--- src/rtl/wb_commit_stage_if.sv ---
// MEM -> WB handoff bundle: valid/allowin handshake plus the instruction payload.
interface wb_commit_stage_if #(
  parameter int DATA_W    = 32,
  parameter int EXC_W     = 6,
  parameter int CSR_NUM_W = 14
);
  logic                 mem_to_wb_valid;
  logic                 wb_allowin;
  logic [31:0]          mem_pc;
  logic                 mem_rf_we;
  logic [4:0]           mem_rf_waddr;
  logic [DATA_W-1:0]    mem_rf_wdata;
  logic                 mem_csr_we;
  logic [CSR_NUM_W-1:0] mem_csr_num;
  logic [DATA_W-1:0]    mem_csr_mask;
  logic [DATA_W-1:0]    mem_csr_wdata;
  logic [EXC_W-1:0]     mem_exc;
  logic                 mem_ertn;
  logic [31:0]          mem_badv;

  modport master (
    output mem_to_wb_valid, mem_pc, mem_rf_we, mem_rf_waddr, mem_rf_wdata,
           mem_csr_we, mem_csr_num, mem_csr_mask, mem_csr_wdata,
           mem_exc, mem_ertn, mem_badv,
    input  wb_allowin
  );

  modport slave (
    input  mem_to_wb_valid, mem_pc, mem_rf_we, mem_rf_waddr, mem_rf_wdata,
           mem_csr_we, mem_csr_num, mem_csr_mask, mem_csr_wdata,
           mem_exc, mem_ertn, mem_badv,
    output wb_allowin
  );
endinterface

--- src/rtl/wb_commit_stage.sv ---
// Single-entry writeback/commit stage: GPR/CSR commit, prioritised exception, flush.
// Optional retired-instruction counter enabled by defining WB_RETIRE_CNT_EN.
module wb_commit_stage #(
  parameter int DATA_W    = 32,
  parameter int EXC_W     = 6,
  parameter int CSR_NUM_W = 14,
  parameter int IDX_W     = (EXC_W > 1) ? $clog2(EXC_W) : 1
) (
  input  logic                 clk,
  input  logic                 resetn,
  wb_commit_stage_if.slave     mem,
  input  logic                 csr_busy,
  output logic                 wb_valid,
  output logic                 rf_we,
  output logic [4:0]           rf_waddr,
  output logic [DATA_W-1:0]    rf_wdata,
  output logic                 csr_we,
  output logic [CSR_NUM_W-1:0] csr_num,
  output logic [DATA_W-1:0]    csr_mask,
  output logic [DATA_W-1:0]    csr_wdata,
  output logic                 exc_valid,
  output logic [IDX_W-1:0]     exc_idx,
  output logic [31:0]          exc_pc,
  output logic [31:0]          exc_badv,
  output logic                 ertn_flush,
  output logic                 flush,
  output logic [31:0]          debug_wb_pc,
  output logic [3:0]           debug_wb_rf_we,
  output logic [4:0]           debug_wb_rf_wnum,
  output logic [31:0]          debug_wb_rf_wdata
`ifdef WB_RETIRE_CNT_EN
  ,
  output logic [31:0]          retire_cnt
`endif
);

  typedef enum logic {EMPTY = 1'b0, FULL = 1'b1} state_t;

  typedef struct packed {
    logic [31:0]          pc;
    logic                 rf_we;
    logic [4:0]           rf_waddr;
    logic [DATA_W-1:0]    rf_wdata;
    logic                 csr_we;
    logic [CSR_NUM_W-1:0] csr_num;
    logic [DATA_W-1:0]    csr_mask;
    logic [DATA_W-1:0]    csr_wdata;
    logic [EXC_W-1:0]     exc;
    logic                 ertn;
    logic [31:0]          badv;
  } pl_t;

  state_t state_q, state_d;
  pl_t    pl_q, pl_d;

  logic has_exc, ready_go, commit, capture;
  logic [IDX_W-1:0] exc_idx_w;

  assign wb_valid = (state_q == FULL);
  assign has_exc  = |pl_q.exc;
  // Only a surviving CSR write waits on the CSR unit; an excepting one is dropped.
  assign ready_go = ~(pl_q.csr_we & ~has_exc & csr_busy);
  assign mem.wb_allowin = ~wb_valid | ready_go;
  assign commit   = wb_valid & ready_go;

  assign exc_valid  = commit & has_exc;
  assign ertn_flush = commit & pl_q.ertn & ~has_exc;
  assign flush      = exc_valid | ertn_flush;
  assign capture    = mem.mem_to_wb_valid & mem.wb_allowin & ~flush;

  always_comb begin
    exc_idx_w = '0;
    for (int i = EXC_W - 1; i >= 0; i--)
      if (pl_q.exc[i]) exc_idx_w = IDX_W'(i);
  end

  always_comb begin
    state_d = state_q;
    pl_d    = pl_q;
    if (flush)               state_d = EMPTY;
    else if (mem.wb_allowin) state_d = mem.mem_to_wb_valid ? FULL : EMPTY;
    if (capture) begin
      pl_d.pc        = mem.mem_pc;
      pl_d.rf_we     = mem.mem_rf_we;
      pl_d.rf_waddr  = mem.mem_rf_waddr;
      pl_d.rf_wdata  = mem.mem_rf_wdata;
      pl_d.csr_we    = mem.mem_csr_we;
      pl_d.csr_num   = mem.mem_csr_num;
      pl_d.csr_mask  = mem.mem_csr_mask;
      pl_d.csr_wdata = mem.mem_csr_wdata;
      pl_d.exc       = mem.mem_exc;
      pl_d.ertn      = mem.mem_ertn;
      pl_d.badv      = mem.mem_badv;
    end
  end

  always_ff @(posedge clk) begin
    if (!resetn) begin
      state_q <= EMPTY;
      pl_q    <= '0;
    end else begin
      state_q <= state_d;
      pl_q    <= pl_d;
    end
  end

  assign rf_we     = commit & pl_q.rf_we & ~has_exc;
  assign rf_waddr  = pl_q.rf_waddr;
  assign rf_wdata  = pl_q.rf_wdata;
  // Held high through a stall; the CSR unit samples it when csr_busy drops.
  assign csr_we    = wb_valid & pl_q.csr_we & ~has_exc;
  assign csr_num   = pl_q.csr_num;
  assign csr_mask  = pl_q.csr_mask;
  assign csr_wdata = pl_q.csr_wdata;
  assign exc_idx   = exc_idx_w;
  assign exc_pc    = pl_q.pc;
  assign exc_badv  = pl_q.badv;

  assign debug_wb_pc       = pl_q.pc;
  assign debug_wb_rf_we    = {4{rf_we}};
  assign debug_wb_rf_wnum  = pl_q.rf_waddr;
  assign debug_wb_rf_wdata = 32'(pl_q.rf_wdata);

`ifdef WB_RETIRE_CNT_EN
  logic [31:0] retire_cnt_q, retire_cnt_d;

  always_comb begin
    retire_cnt_d = retire_cnt_q;
    if (commit & ~has_exc) retire_cnt_d = retire_cnt_q + 32'd1;
  end

  always_ff @(posedge clk) begin
    if (!resetn) retire_cnt_q <= '0;
    else         retire_cnt_q <= retire_cnt_d;
  end

  assign retire_cnt = retire_cnt_q;
`endif

endmodule

--- src/flat_wrapper.sv ---
// flat-port wrapper written by rule: the top's interface ports become plain ports
module wb_commit_stage_flat 
#(
  parameter int DATA_W    = 32,
  parameter int EXC_W     = 6,
  parameter int CSR_NUM_W = 14,
  parameter int IDX_W     = (EXC_W > 1) ? $clog2(EXC_W) : 1
)
  (clk, resetn, csr_busy, wb_valid, rf_we, rf_waddr, rf_wdata, csr_we, csr_num, csr_mask, csr_wdata, exc_valid, exc_idx, exc_pc, exc_badv, ertn_flush, flush, debug_wb_pc, debug_wb_rf_we, debug_wb_rf_wnum, debug_wb_rf_wdata, mem_mem_to_wb_valid, mem_mem_pc, mem_mem_rf_we, mem_mem_rf_waddr, mem_mem_rf_wdata, mem_mem_csr_we, mem_mem_csr_num, mem_mem_csr_mask, mem_mem_csr_wdata, mem_mem_exc, mem_mem_ertn, mem_mem_badv, mem_wb_allowin);
  wb_commit_stage_if #(.DATA_W(DATA_W), .EXC_W(EXC_W), .CSR_NUM_W(CSR_NUM_W)) mem_i ();
  input  logic clk;
  input  logic resetn;
  input  logic csr_busy;
  output logic wb_valid;
  output logic rf_we;
  output logic [4:0] rf_waddr;
  output logic [DATA_W-1:0] rf_wdata;
  output logic csr_we;
  output logic [CSR_NUM_W-1:0] csr_num;
  output logic [DATA_W-1:0] csr_mask;
  output logic [DATA_W-1:0] csr_wdata;
  output logic exc_valid;
  output logic [IDX_W-1:0] exc_idx;
  output logic [31:0] exc_pc;
  output logic [31:0] exc_badv;
  output logic ertn_flush;
  output logic flush;
  output logic [31:0] debug_wb_pc;
  output logic [3:0] debug_wb_rf_we;
  output logic [4:0] debug_wb_rf_wnum;
  output logic [31:0] debug_wb_rf_wdata;
  input wire logic [$bits(mem_i.mem_to_wb_valid)-1:0] mem_mem_to_wb_valid;
  input wire logic [$bits(mem_i.mem_pc)-1:0] mem_mem_pc;
  input wire logic [$bits(mem_i.mem_rf_we)-1:0] mem_mem_rf_we;
  input wire logic [$bits(mem_i.mem_rf_waddr)-1:0] mem_mem_rf_waddr;
  input wire logic [$bits(mem_i.mem_rf_wdata)-1:0] mem_mem_rf_wdata;
  input wire logic [$bits(mem_i.mem_csr_we)-1:0] mem_mem_csr_we;
  input wire logic [$bits(mem_i.mem_csr_num)-1:0] mem_mem_csr_num;
  input wire logic [$bits(mem_i.mem_csr_mask)-1:0] mem_mem_csr_mask;
  input wire logic [$bits(mem_i.mem_csr_wdata)-1:0] mem_mem_csr_wdata;
  input wire logic [$bits(mem_i.mem_exc)-1:0] mem_mem_exc;
  input wire logic [$bits(mem_i.mem_ertn)-1:0] mem_mem_ertn;
  input wire logic [$bits(mem_i.mem_badv)-1:0] mem_mem_badv;
  output wire logic [$bits(mem_i.wb_allowin)-1:0] mem_wb_allowin;
  assign mem_i.mem_to_wb_valid = mem_mem_to_wb_valid;
  assign mem_i.mem_pc = mem_mem_pc;
  assign mem_i.mem_rf_we = mem_mem_rf_we;
  assign mem_i.mem_rf_waddr = mem_mem_rf_waddr;
  assign mem_i.mem_rf_wdata = mem_mem_rf_wdata;
  assign mem_i.mem_csr_we = mem_mem_csr_we;
  assign mem_i.mem_csr_num = mem_mem_csr_num;
  assign mem_i.mem_csr_mask = mem_mem_csr_mask;
  assign mem_i.mem_csr_wdata = mem_mem_csr_wdata;
  assign mem_i.mem_exc = mem_mem_exc;
  assign mem_i.mem_ertn = mem_mem_ertn;
  assign mem_i.mem_badv = mem_mem_badv;
  assign mem_wb_allowin = mem_i.wb_allowin;
  wb_commit_stage #(.DATA_W(DATA_W), .EXC_W(EXC_W), .CSR_NUM_W(CSR_NUM_W), .IDX_W(IDX_W)) u_core (.clk(clk), .resetn(resetn), .mem(mem_i), .csr_busy(csr_busy), .wb_valid(wb_valid), .rf_we(rf_we), .rf_waddr(rf_waddr), .rf_wdata(rf_wdata), .csr_we(csr_we), .csr_num(csr_num), .csr_mask(csr_mask), .csr_wdata(csr_wdata), .exc_valid(exc_valid), .exc_idx(exc_idx), .exc_pc(exc_pc), .exc_badv(exc_badv), .ertn_flush(ertn_flush), .flush(flush), .debug_wb_pc(debug_wb_pc), .debug_wb_rf_we(debug_wb_rf_we), .debug_wb_rf_wnum(debug_wb_rf_wnum), .debug_wb_rf_wdata(debug_wb_rf_wdata));
endmodule
--- config.mk ---
export PLATFORM = sky130hd
export DESIGN_NAME = wb_commit_stage_flat
export DESIGN_NICKNAME = d
export VERILOG_FILES = /design/src/rtl/wb_commit_stage_if.sv /design/src/rtl/wb_commit_stage.sv /design/src/flat_wrapper.sv
export SDC_FILE = /design/constraint.sdc
export NUM_CORES = 1
export LEC_CHECK = 0
export ABC_AREA = 1
export BUFFER_PORTS_ARGS = -buffer_cell sky130_fd_sc_hd__buf_2
export CORE_AREA = 2 2 175 177
export DETAILED_ROUTE_END_ITERATION = 12
export DIE_AREA = 0 0 177 179
export SYNTH_ARGS = -nofsm -noshare
export SYNTH_HDL_FRONTEND = slang
export SYNTH_SLANG_ARGS = --single-unit
--- constraint.sdc ---
create_clock -name clk -period 2.9 [get_ports clk]
set_input_delay 0.435 -clock clk [delete_from_list [all_inputs] [get_ports clk]]
set_output_delay 0.435 -clock clk [all_outputs]
set_load 0.02 [all_outputs]
==> run_results.csv, run 1 <==
group,metric,value,unit
clock_network,cts.path.max_buffers,2,
sta,worstMarginPinSlew,0.647,ns
synthesis,synth_top_area_share,36.3,%
routing,drc,0,
routing,wirelength,26500,um
layout,fillCellCount,3281,
clock_network,clk_pin_slew,0.08,ns
routing,detail-route-antenna-nets,0,
routing,drt_iter0_markers,426,
sta,relSlewSlack,56.9,%
critical_path,crit_path_end_kind,"output pin",
die,core,30000,um^2
synthesis,synth_cell_types,19,
clock_network,cts_resized,0,
critical_path,cp.arrival,1.81,ns
sta,setup_tns,0,ns
sta,setup_viol,0,
grt,antenna_found_initial,1,
grt,grt_pass1_wl,39900,um
routing,drt_first_pass_iters,4,
synthesis,yosysSeqAreaShare,36.3,%
die,die_area,31700,um^2
place,io_buffers,453,
die,start_util,34.7,%
critical_path,r2r-start,"u_core.pl_q[38]",
synthesis,yosysMostFrequentCell,"buf_4",
sta,final_max_slew_viol_count,0,
critical_path,critical_path_class,"reg2out",
layout,fin_nets,1839,
critical_path,startpoint,"u_core.pl_q[38]",
critical_path,required,2.47,ns
synthesis,synthCells,1516,
clock_network,cts_tree,"yes",
layout,area_growth,10.7,%
synthesis,syn_nets,1708,
synthesis,yosys.area.top_type,"dfxtp_1",
die,die_x,177,um
critical_path,critical_path.max_fanout,5,
place,hpwl,18300,um
sta,fin_hold_ws,0.309,ns
grt,grt_pass1_vias,7640,
synthesis,synth_async_sr_flop_share,0,%
routing,route.vias.total,8967,
pwr,p_total,7.21,mW
synthesis,ys.flop_type,"dfxtp_1",
place,globalplace.congestion,0.773,
sta,fin_crit,2.25,ns
synthesis,yosys-top-cells-count,"buf_4 (278), inv_1 (196), nor2_1 (196), nand2_1 (192)",
grt,grt.total_usage,15.7,%
grt,grt_overflow,0,
sta,hold_viol_final,0,
job,cap_viol_max_count,0,
die,die_y,179,um
sta,max_freq,0.445,GHz
synthesis,synth_edf_count,0,
sta,fin_skew,0.0167,ns
routing,wl_per_cell,12.9,um
synthesis,syn_avg_cell_area,6.88,um^2
pwr,p_per_area,624,nW/um^2
clock_network,numCtsBuffers,17,
layout,post_route_cells_drive_above_1_share,30.4,%
clock_network,htree_levels,4,
sta,period_share,77.5,%
hold_path,hp-start,"mem_mem_exc[2]",
outcome,status,"complete, no violations",
grt,grt_max_degree,146,
clock_network,root_buffer,"clkbuf_16",
synthesis,syn_area,10400,um^2
place,dpl-instance-area,10900,um^2
pwr,ir_drop,351,uV
die,io_pins,454,
hold_path,hold_path_class,"in2reg",
synthesis,ys_ff_latch,189,
synthesis,yosysWarnings,0,
synthesis,synth_area_leaders,"dfxtp_1 (36%), buf_4 (20%), a21oi_1 (9.1%)",
critical_path,startpoint_type,"flip-flop",
clock_network,clock_latency,0.43,ns
sta,rsz0062_at_grt,"no",
clock_network,ctsHoldBuffers,0,
routing,drt-vias-per-instance,4.36,
layout,design_area,11600,um^2
clock_network,cts.sinks,189,
clock_network,postCtsSetupBuffers,0,
die,num_rows,64,
pwr,p_leak,6.70,nW
[final cells by class]
cell class	count	area [um^2]	share of cell area (%)
Clock inverter	14	179	1.55
Tap cell	396	495	4.29
Clock buffer	18	439	3.80
Sequential cell	189	3780	32.8
Timing Repair Buffer	467	2480	21.5
Antenna cell	1	2.50	0.0217
Inverter	196	736	6.37
Multi-Input combinational cell	776	3440	29.8
[logic make-up (layout without fill, tap and decap cells)]
family / count (synthesis) / after routing / synth area share [%]
AND/OR/NAND/NOR: 584 / 584 / 23.5
buffers and inverters: 551 / 695 / 30.9
AO/OA/AOI/OAI: 192 / 192 / 9.31
flip-flops: 189 / 189 / 36.3
other: 0 / 1 / 0
[critical path: stages, from the launching register on]
cell and delay (ns):
dfxtp_1 0.33, nor2_1 0.18, inv_1 0.07, nor2_2 0.17, nand2_1 0.07, nor2_1 0.32
buf_2 0.24
[flip-flops by register name, indices dropped and copies added, names as in the netlist]
| register | count |
|---|---|
| u_core.csr_mask | 32 |
| u_core.csr_wdata | 32 |
| u_core.debug_wb_pc | 32 |
| u_core.debug_wb_rf_wdata | 32 |
| u_core.exc_badv | 32 |
| u_core.csr_num | 14 |
| u_core.pl_q | 9 |
| u_core.debug_wb_rf_wnum | 5 |
| u_core.wb_valid | 1 |
[report_power, final]
part	internal, mW	switching, mW	total [mW]	leakage (nW)
Clock	1.40	1.13	2.53	0.300
Combinational	0.599	1.10	1.70	4.83
Sequential	2.83	0.148	2.98	1.57
Total	4.84	2.37	7.21	6.70
[metal layers]
layer | vias up | wire [um] | track usage [%]
li1 | 4687 | - | -
met1 | 3984 | 11300 | 18.8
met2 | 282 | 12600 | 26.3
met3 | 12 | 2370 | 5.98
met4 | 2 | 245 | 4.06
met5 | - | 13 | 0
[layout by cell type, fill, tap and decap left out, types with 2 or more instances in the layout]
| cell type | Yosys | final |
|---|---|---|
| nand3_1 | 189 | 189 |
| clkbuf_16 | 0 | 17 |
| a21oi_1 | 189 | 189 |
| clkinv_2 | 0 | 2 |
| clkinvlp_4 | 0 | 2 |
| nor2_1 | 196 | 196 |
| buf_12 | 0 | 8 |
| buf_4 | 278 | 6 |
| inv_1 | 196 | 196 |
| dfxtp_1 | 189 | 189 |
| inv_6 | 0 | 6 |
| nor2_2 | 3 | 2 |
| buf_2 | 42 | 452 |
| bufinv_16 | 0 | 3 |
| nand2_1 | 192 | 192 |
[stage by stage]
| stage | worst slack (ns) | utilization (%) | instances |
|---|---|---|---|
| after global routing | 0.460 | 38.5 | 2056 |
| after floorplan | 1.06 | - | 1516 |
| after detailed placement | 0.862 | 36.4 | 2024 |
| final | 0.652 | 38.5 | 2057 |
| after global placement | 0.939 | 36.4 | 2024 |
| after CTS | 0.611 | 38.5 | 2056 |
[worst paths after layout]
kind | end | slack, ns | depth (start not counted)
max | rf_we | 0.65 | 6
min | u_core.pl_q[35] | 0.31 | 5
max reg2reg | u_core.csr_mask[4] | 0.84 | 8
min reg2reg | u_core.csr_wdata[6] | 0.48 | 2
No activity file was read; power rests on OpenSTA's default activity.
==> run 2, diff against run 1 <==
- clock period: 2.9 -> 2.1 ns (I/O delays scaled with it)
==> run_results.csv, run 2 (same netlist as run 1, synthesis figures left out) <==
group,metric,value,unit
layout,fin_nets,1866,
pwr,p_per_area,827,nW/um^2
critical_path,required,1.78,ns
routing,route.vias.total,9144,
die,io_pins,454,
die,die_y,179,um
critical_path,cp.arrival,1.70,ns
place,preCtsSetupSlack,0.163,ns
sta,final.setup.worst_slack,0.0870,ns
layout,final_cell_mix,"buf_2 (451), inv_1 (195), nor2_1 (193)",
routing,drc,0,
clock_network,cts.path.max_buffers,2,
place,globalplace.congestion,0.788,
grt,grt_pass1_vias,7943,
layout,seq_area,3790,um^2
job,cap_viol_max_count,0,
outcome,status,"complete, no violations",
clock_network,clock_latency,0.44,ns
critical_path,r2r.worst_path.cells,11,
critical_path,startpoint,"u_core.pl_q[36]",
pwr,p_leak,6.89,nW
sta,max_freq,0.497,GHz
routing,drt-vias-per-instance,4.39,
die,start_util,34.7,%
layout,layout_commonest_cell,"buf_2",
sta,fin_crit,2.01,ns
die,core,30000,um^2
critical_path,crit_path_end_kind,"output pin",
grt,antenna_found_initial,3,
clock_network,numCtsBuffers,17,
clock_network,ctsHoldBuffers,0,
pwr,ir_drop,462,uV
die,die_x,177,um
clock_network,root_buffer,"clkbuf_16",
grt,grt_max_degree,87,
layout,multi_input_area,3490,um^2
critical_path,r2r-start,"u_core.pl_q[36]",
routing,drt_first_pass_iters,5,
clock_network,cts_tree,"yes",
place,hpwl,19400,um
routing,drt_iter0_markers,430,
critical_path,cp-endpoint,"flush",
critical_path,rrSetupSlack,0.13,ns
routing,wirelength,27900,um
sta,relSlewSlack,64.7,%
sta,period_share,95.9,%
grt,grt.total_usage,16.6,%
grt,grt_overflow,0,
place,io_buffers,453,
critical_path,startpoint_type,"flip-flop",
sta,worstMarginPinSlew,0.529,ns
die,num_rows,64,
sta,fin_skew,0.0147,ns
die,die_area,31700,um^2
critical_path,critical_path.max_fanout,4,
routing,wl_per_cell,13.4,um
grt,grt_pass1_wl,41800,um
clock_network,cts.sinks,189,
layout,area_growth,14.4,%
layout,post_route_cells_drive_above_1_share,32.1,%
sta,final_max_slew_viol_count,0,
clock_network,htree_levels,4,
layout,fillCellCount,3287,
sta,hold_viol_final,0,
hold_path,hold_path_class,"in2reg",
routing,detail-route-antenna-nets,0,
place,dpl-instance-area,11200,um^2
layout,design_area,11900,um^2
critical_path,critical_path_class,"reg2out",
clock_network,clk_pin_slew,0.08,ns
sta,setup_viol,0,
sta,setup_tns,0,ns
sta,rsz0062_at_grt,"no",
critical_path,r2r_end,"u_core.exc_badv[13]",
-- run 2: cell types whose count changed in the layout (fill, tap and decap cells not counted), sizes merged --
cell      delta
clkinv       -1
diode        +1
bufbuf       +2
buf         +25
clkinvlp     +3
bufinv       -3
inv          +1
-- run 2: layout make-up --
cell class,count,area share [%]
multi-input combinational,776,29.3
clock buffer,18,3.68
antenna,2,0.0419
tap,396,4.15
clock inverter,14,1.05
timing repair buffer,494,23.9
inverter,196,6.17
sequential,189,31.8
-- run 2: worst min path at each step --
stage	slack, ns	cells past startpoint	endpoint	startpoint
6_report	0.18	5	u_core.csr_wdata[20]	mem_mem_csr_wdata[20]
5_1_grt	0.19	5	u_core.csr_num[5]	mem_mem_csr_num[5]
4_1_cts	0.17	5	u_core.csr_wdata[20]	mem_mem_csr_wdata[20]
3_5_place_dp	0.46	2	u_core.csr_num[11]	u_core.csr_num[11]
3_3_place_gp	0.46	2	u_core.exc_badv[1]	u_core.exc_badv[1]
2_1_floorplan	0.45	2	u_core.pl_q[155]	u_core.pl_q[155]
-- run 2: power by group --
group	internal (mW)	leakage (nW)	total (mW)	switching, mW
registers	3.91	1.57	4.13	0.212
clock network	1.60	0.265	3.25	1.64
logic	0.940	5.05	2.50	1.56
total	6.46	6.89	9.87	3.42
-- run 2: stage by stage --
step                utilization [%]  hold WS (ns)  power [mW]  cells
floorplan                         -         0.452        6.34   1516
global placement               37.3         0.457        6.62   2044
detailed placement             37.3         0.463        6.65   2044
CTS                            39.5         0.167        9.98   2080
global route                   39.7         0.193        10.4   2085
finish                         39.7         0.185        9.87   2085
-- run 2: metal layers --
layer  vias up  GRT usage (%)  share of wire, %
met3        22           5.45               8.5
met1      4042           20.0                42
met2       328           28.0                48
met4         2           4.75               1.3
met5         -              0             0.047
li1       4750              -                 -
-- run 2: worst max-delay path, stage by stage (launching register included) --
cell      delay [ns]
dfxtp_4         0.36
nor2_4          0.14
nand2_2         0.09
nor2_4          0.17
nand3_4         0.11
o211ai_4        0.10
buf_12          0.13
inv_2           0.04
buf_6           0.12
-- run 2: repair_timing --
| item | 4_1_cts | 5_1_grt |
|---|---|---|
| setup endpoints to repair | 6 | 61 |
| buffers inserted | 2 | 3 |
| pin swaps | 0 | 5 |
| gates cloned | 2 | 0 |
| gates resized for setup | 3 | 16 |
